### src/rtl/div_unit.sv
// Multi-cycle signed 32-bit restoring divider: 32 CALC steps, one SIGN fix-up, one DONE pulse.
// Optional macro DIV_ZERO_TRAP_EN: a zero divisor skips CALC and raises div0 with done.
module div_unit (
    input  logic        clk,
    input  logic        reset,
    input  logic        divControl,
    input  logic [31:0] a,
    input  logic [31:0] b,
    output logic [31:0] hi,
    output logic [31:0] lo,
    output logic        busy,
    output logic        done,
    output logic        div0
);

    localparam int unsigned W  = 32;
    localparam int unsigned CW = 6;

    typedef enum logic [1:0] {
        IDLE = 2'd0,
        CALC = 2'd1,
        SIGN = 2'd2,
        DONE = 2'd3
    } state_t;

    state_t          state_q;
    logic [CW-1:0]   cnt_q;
    logic [W-1:0]    rem_q;
    logic [W-1:0]    quo_q;
    logic [W-1:0]    babs_q;
    logic            asign_q;
    logic            qsign_q;
    logic [W-1:0]    hi_q;
    logic [W-1:0]    lo_q;
    logic            busy_q;
    logic            done_q;

    logic [W-1:0]    a_abs_c;
    logic [W-1:0]    b_abs_c;
    logic [W:0]      rem_sh_c;
    logic            fits_c;
    logic [W-1:0]    rem_d;
    logic [W-1:0]    quo_d;
    logic            b_zero_c;

    assign a_abs_c = a[W-1] ? W'(~a + W'(1)) : a;
    assign b_abs_c = b[W-1] ? W'(~b + W'(1)) : b;

`ifdef DIV_ZERO_TRAP_EN
    logic div0_q;
    assign b_zero_c = (b == '0);
    assign div0     = div0_q;
`else
    assign b_zero_c = 1'b0;
    assign div0     = 1'b0;
`endif

    // One restoring step: shift {rem, quo} left, trial-subtract |b| with a 33-bit compare.
    always_comb begin
        rem_sh_c = {rem_q, quo_q[W-1]};
        fits_c   = (rem_sh_c >= {1'b0, babs_q});
        rem_d    = fits_c ? W'(rem_sh_c - {1'b0, babs_q}) : rem_sh_c[W-1:0];
        quo_d    = {quo_q[W-2:0], fits_c};
    end

    always_ff @(posedge clk) begin
        if (!reset) begin
            state_q <= IDLE;
            cnt_q   <= '0;
            rem_q   <= '0;
            quo_q   <= '0;
            babs_q  <= '0;
            asign_q <= 1'b0;
            qsign_q <= 1'b0;
            hi_q    <= '0;
            lo_q    <= '0;
            busy_q  <= 1'b0;
            done_q  <= 1'b0;
`ifdef DIV_ZERO_TRAP_EN
            div0_q  <= 1'b0;
`endif
        end else begin
            case (state_q)
                IDLE: begin
                    if (divControl && b_zero_c) begin
                        state_q <= DONE;
                        busy_q  <= 1'b1;
                        done_q  <= 1'b1;
`ifdef DIV_ZERO_TRAP_EN
                        div0_q  <= 1'b1;
`endif
                    end else if (divControl) begin
                        state_q <= CALC;
                        busy_q  <= 1'b1;
                        cnt_q   <= '0;
                        rem_q   <= '0;
                        quo_q   <= a_abs_c;
                        babs_q  <= b_abs_c;
                        asign_q <= a[W-1];
                        qsign_q <= a[W-1] ^ b[W-1];
                    end
                end
                CALC: begin
                    rem_q <= rem_d;
                    quo_q <= quo_d;
                    cnt_q <= cnt_q + CW'(1);
                    if (cnt_q == CW'(W - 1)) begin
                        state_q <= SIGN;
                    end
                end
                SIGN: begin
                    lo_q    <= qsign_q ? W'(~quo_q + W'(1)) : quo_q;
                    hi_q    <= asign_q ? W'(~rem_q + W'(1)) : rem_q;
                    done_q  <= 1'b1;
                    state_q <= DONE;
                end
                DONE: begin
                    done_q  <= 1'b0;
                    busy_q  <= 1'b0;
                    state_q <= IDLE;
`ifdef DIV_ZERO_TRAP_EN
                    div0_q  <= 1'b0;
`endif
                end
                default: begin
                    state_q <= IDLE;
                end
            endcase
        end
    end

    assign hi   = hi_q;
    assign lo   = lo_q;
    assign busy = busy_q;
    assign done = done_q;

endmodule

### config.mk
export PLATFORM = sky130hd
export DESIGN_NAME = div_unit
export DESIGN_NICKNAME = d
export VERILOG_FILES = /design/src/rtl/div_unit.sv
export SDC_FILE = /design/constraint.sdc
export NUM_CORES = 1
export LEC_CHECK = 0
export ABC_AREA = 1
export CORE_MARGIN = 4
export CORE_UTILIZATION = 26
export DETAILED_ROUTE_END_ITERATION = 8
export GPL_ROUTABILITY_DRIVEN = 0
export PLACE_DENSITY = 0.54
export SYNTH_ARGS = -nofsm -noshare
export SYNTH_HDL_FRONTEND = slang
export SYNTH_SLANG_ARGS = --single-unit
### constraint.sdc
create_clock -name clk -period 5.4 [get_ports clk]
set_clock_uncertainty 0.2 [all_clocks]
set_input_delay 1.62 -clock clk [delete_from_list [all_inputs] [get_ports clk]]
set_output_delay 1.62 -clock clk [all_outputs]
set_load 0.01 [all_outputs]
==> run metrics <==
Die Ht 230 microns; Die X 230 microns; min-delay worst type register to register; Final min period 3.51 ns; ys async rst share 0%; Power Density 541 nW/um^2; synth warn 0; CP startpoint a[0]; Leak slightly above 0.007 uW; top-count cell post-synth nand2_1; Tot Pwr 8230 uW; gr usage total 16.3%; GRT overflow 0; EDFF count, synth 0; worst r2r src rem_q[26]; period utilisation layout between 60 and 70%; Crit Path Class input port to register; VDD IR max 268 uV; post-detail-place hpwl 33800 microns; flop-to-flop setup slack 2.20 ns; Initial Util 26.5%; Synth area leader dfxtp_1; DRT antenna net count 0; final hold viol count 0; f_max 285 MHz; R2R depth 12; Max Root-Sink Buffers 2; WP data required 5.54 ns; # Post-CTS Setup Buffers 0; initial antenna violation count 0; Initial DRC Count roughly 890; PostCTS Resize Cnt 0; Core Area 48100 sq um; I/O pin total 134; H-tree depth 4; Worst Max-Slew Pin Slew 1.07 ns; Worst R2R End rem_q[27]; top post-synthesis cells by count nand2_1 (551), inv_1 (314), nor2_1 (206); ys flop type dfxtp_1; final slew viol count 0; Max FO, Critical Path 5; Clk Latency, worst-skew pair 0.46 ns; final wirelength 43400 microns; Clock transition at path regs 0.07 ns; Final setup viols 0; Synth Instances about 2100; post-synthesis sequential area ratio between 20% and 30%; top post-synthesis cells by area dfxtp_1 (27%), nand2_1 (16%), inv_1 (9.2%); max_cap viols 0; dpl ws 1.41 ns; port bufs around 130; largest net degree at the start of global routing a little under 70; element type at the critical path start input port; root buffer cell clkbuf_16; # diodes 0; P&R area growth vs syn 19.2%; clock sinks 172; unrepaired setup endpoints after global routing false; Slew HR 28.4%; cts hold-fix bufs 0; final setup TNS 0 ns; Mean Syn Cell Area 6.12 sq um; DRC viols 0; layout cell share with drive strength beyond 1 5.32%; flops & latches, synth 172; Rows 80; Final nets about 2300; vias per cell 4.63; hold depth 2; WL/cell 15.3 microns; Setup crit end quo_q[16]; total CTS buffers 17; Critical Path End Type register; Vias 13100; Synth Cell Area 12800 sq um; status complete, no violations; vias in the first global route between 10000 and 15000; share of the synthesized area in the top cell type 27.0%; first-pass GRT wire length 68800 microns; Die Footprint 52700 sq um; Netlist cell types 56; CP arrival 3.65 ns; syn_nets 2196; DRT Pass-1 Iters 6; final worst slack between 1.5 and 2 ns; CTS tree done
-- power breakdown --
| part | internal, uW | switching, uW | total [uW] |
|---|---|---|---|
| registers | 1630 | 315 | 1950 |
| logic | 1740 | 3290 | 5030 |
| clock network | 685 | 567 | 1250 |
| total | 4060 | 4170 | 8230 |
-- flip-flops by register name (all words and copies together) (netlist names) --
name and cells:
babs_q 32, hi 32, lo 32, quo_q 32
rem_q 32, cnt_q 6, state_q 2, asign_q 1
busy 1, done 1, qsign_q 1
-- kinds of logic after synthesis --
kind of cell	Yosys count	synth area share, %
AOI/OAI and AO/OA	389	17.2
adders and majority gates	42	4.18
and+or+nand+nor	1005	34.2
xor gates and xnor gates	68	4.67
other	1	0.0294
buffers and inverters	410	12.7
DFF	172	27.0
-- through the flow --
step	utilization (%)	std cells	cell area, sq um	hold slack (ns)
after global routing	31.6	2838	15200	0.310
final	31.6	2838	15200	0.268
after floorplan	-	2087	12800	0.245
after detailed placement	30.4	2806	14600	0.257
after CTS	31.6	2838	15200	0.269
after global placement	30.4	2806	14600	0.266
-- layout by cell type (no fill, tap or decap), drive strengths merged, types with 2 or more instances in the layout --
cell             n
o211ai          30
xnor2           23
nor3b            2
clkdlybuf4s50  131
clkinv           7
and2             5
o21ai          130
nor2           222
nand4           15
nor4             6
and3             3
ha              41
xor2            45
o221ai          22
nand3b          19
o21a             2
a31oi            4
a21oi          183
nor3            28
buf             15
inv            327
a221oi           3
nand3          135
or2              5
o31ai            7
clkinvlp         3
bufinv           2
dfxtp          172
a211oi           3
clkbuf          20
nand2          565
-- metal layers --
| metal | up-vias | part of all wire, % | GRT usage (%) |
|---|---|---|---|
| li1 | 6847 | - | - |
| met1 | 5892 | 44 | 20.1 |
| met2 | 338 | 49 | 28.6 |
| met3 | 54 | 4.6 | 2.93 |
| met4 | 0 | 2.7 | 5.21 |
| met5 | - | 0 | 0 |
-- worst max-delay path, cell delays in order --
cell and delay [ns]:
clkdlybuf4s50_1 0.45, inv_1 0.13, ha_1 0.18, nand3_1 0.13
nor2_2 0.21, nand2_1 0.14, o21ai_2 0.22, o21ai_0 0.15
xor2_1 0.17, o21ai_0 0.17, a21oi_1 0.08
-- how the worst min path moves through the flow --
stage / start / to / slack (ns)
after floorplan: quo_q[16] / quo_q[16] / 0.25
after global placement: hi[9] / hi[9] / 0.27
after detailed placement: quo_q[16] / quo_q[16] / 0.26
after CTS: quo_q[16] / quo_q[16] / 0.27
after global routing: quo_q[16] / quo_q[16] / 0.31
final: quo_q[16] / quo_q[16] / 0.27
-- area by class of cell --
cell class              count  area [sq um]
clock inverters            12           140
fillers                  5301         32900
clock buffers              20           437
multi-input cells        1505          7720
well taps                 656           821
inverters                 327          1230
flip-flops and latches    172          3440
repair buffers            146          1420
Note: power is estimated with default switching activity, not from simulation.
==> RTL edit, RTL diff (same settings) <==
Add a define of `DIV_ZERO_TRAP_EN`.
--- a/src/rtl/div_unit.sv
+++ b/src/rtl/div_unit.sv
@@ -1,4 +1,6 @@
 // Multi-cycle signed 32-bit restoring divider: 32 CALC steps, one SIGN fix-up, one DONE pulse.
 // Optional macro DIV_ZERO_TRAP_EN: a zero divisor skips CALC and raises div0 with done.
+`define DIV_ZERO_TRAP_EN
+
 module div_unit (
     input  logic        clk,
Function: changed (a bounded check fails within 4 cycles, from zero or initial values and one cycle with reset low).
==> RTL edit against the original RTL <==
Sequential cell count is 1 higher; final cell count decreased by 1.4%; routed wire length is essentially flat; area after synthesis down 1.8%; combinational power shrank 27%; power decreased by 16%; first-iteration DRC count is 8.1% lower; cell area fell by 1.3%; setup slack worse by 0.48 ns; critical endpoint is now quo_q[22]$_SDFFE_PN0P_.
==> RTL edit: results (changes against the original RTL) <==
Synthesis
  – Synth warn: 0 (unchanged)
  – Cells after Synth: 2088 (was 2087)
  – Synth cell types: 43 (was 56)
  – Sequential share of the synthesized area: 27.61% (was 26.97%)
  – Most frequent cell after synthesis: nand2_1 (unchanged)
  – Syn_nets: 2198 (was 2196)
  – Fraction of registers with async set/reset: 0% (unchanged)
  – Area contributors post-synth: dfxtp_1 28%, nand2_1 16%, inv_1 9.2% (was dfxtp_1 27%, nand2_1 16%, inv_1 9.2%)
  – Most used flip-flop cell after synthesis: dfxtp_1 (unchanged)
  – Post-synth top cells: 541 x nand2_1, 307 x inv_1, 232 x nor2_1 (was 551 x nand2_1, 314 x inv_1, 206 x nor2_1)

Critical path
  – Crit path arrival time: 4.14 ns (was 3.65 ns)
  – Delay-heaviest family, CP: buffers and inverters (was compound AO/OA/AOI/OAI gates)
  – Max incr delay on CP: 0.57 ns (was 0.45 ns)
  – Slowest CP cell: buf_4 (was clkdlybuf4s50_1)
  – CP Max Fanout: 61 (was 5)

GRT
  – Largest net degree at the start of global routing: 89 (was 68)
  – Initial antenna violation count: 0 (unchanged)
  – Global route overflow: 0 (unchanged)
  – Overall Global Routing Usage: 16.49% (was 16.26%)
  – First-pass GRT wire length: 68.12 mm (was 68.75 mm)

Detailed routing
  – Total number of vias: 13440 (was 13130)
  – Drt first pass iters: 5 (was 6)
  – Drt initial violations: 816 (was 888)
  – Routed WL per cell: 15.48 um (was 15.28 um)
  – DR vias/cell: 4.801 (was 4.627)

Clock tree
  – Worst-Skew Late Latency: 0.45 ns
  – Post-CTS sizing: 0 (unchanged)
  – CTS Buffer Depth: 2 (unchanged)
  – H-tree depth: 4 (unchanged)
  – Num CTS Buffers: 17 (unchanged)
  – Clock-pin slew on the worst setup and hold paths: 0.07 ns (about the same)
  – Clk root buf: clkbuf_16 (unchanged)
  – Post CTS Setup Buffer Count: 0 (unchanged)
  – Cts-stage hold buffer count: 0 (unchanged)

Cells and area
  – Ant. Diodes: 0 (unchanged)
  – Final-stage net count: 2282 (was 2278)
  – Fraction of layout cells with a size suffix above 1: 2.976% (was 5.316%)

Placed design
  – Port Buffers: 133 (was 132)
  – Hpwl dp: 33.61 mm (was 33.75 mm)
  – Placed Cells: 2768 (was 2806)
  – Placed inst area: 14430 sq um (was 14640 sq um)
  – DP Worst Slack: 0.9867 ns (was 1.411 ns)

Pwr
  – Leakage: 0.007097 uW (was 0.007261 uW)
  – Worst VDD drop: 260.5 uV (was 267.8 uV)

Timing
  – Worst slew margin: 20.63% (was 28.39%)

Outcome
  – Status: completed (unchanged)

Min path
  – Worst Hold Class: flip-flop to flip-flop (unchanged)
## RTL edit: worst paths after layout
path	start	end	slack [ns]	cells past startpoint
max	b[24]	quo_q[22]$_SDFFE_PN0P_	1.41	12
min	cnt_q[4]$_SDFFE_PN0P_	cnt_q[4]$_SDFFE_PN0P_	0.25	2
max reg2reg	state_q[1]$_SDFFE_PN0P_	rem_q[26]$_SDFFE_PN0P_	1.45	9
min reg2reg	cnt_q[4]$_SDFFE_PN0P_	cnt_q[4]$_SDFFE_PN0P_	0.25	2
## RTL edit: layer usage
layer / GRT usage [%] / part of all wire (%) / up-vias
met3: 2.389 / 4.9 / 66
met5: 0 / 0 / -
met2: 26.45 / 44 / 356
met1: 22.51 / 47 / 6134
met4: 6.266 / 3.4 / 0
li1: - / - / 6881
## RTL edit: kinds of logic (layout without fill, tap and decap cells)
| group | after synthesis | in the layout | share of synthesized area (%) |
|---|---|---|---|
| simple gates | 1020 | 1020 | 33.83 |
| buf+inv | 390 | 486 | 11.90 |
| compound gates | 380 | 380 | 16.57 |
| flops | 173 | 173 | 27.61 |
| xor+xnor | 81 | 81 | 5.656 |
| fa+ha+maj | 43 | 43 | 4.350 |
| mux | 1 | 1 | 0.07981 |
## RTL edit: power breakdown
group / internal (uW) / switching (uW)
registers: 1650 / 333
logic: 1300 / 2390
clock network: 701 / 560
## RTL edit: layout make-up
| cell class | count | area [sq um] |
|---|---|---|
| Multi-Input combinational cell | 1525 | 7615 |
| Timing Repair Buffer | 146 | 1426 |
| Clock inverter | 10 | 131.4 |
| Tap cell | 615 | 769.5 |
| Sequential cell | 173 | 3463 |
| Clock buffer | 21 | 450.4 |
| Inverter | 309 | 1160 |
| Fill cell | 5235 | 32730 |
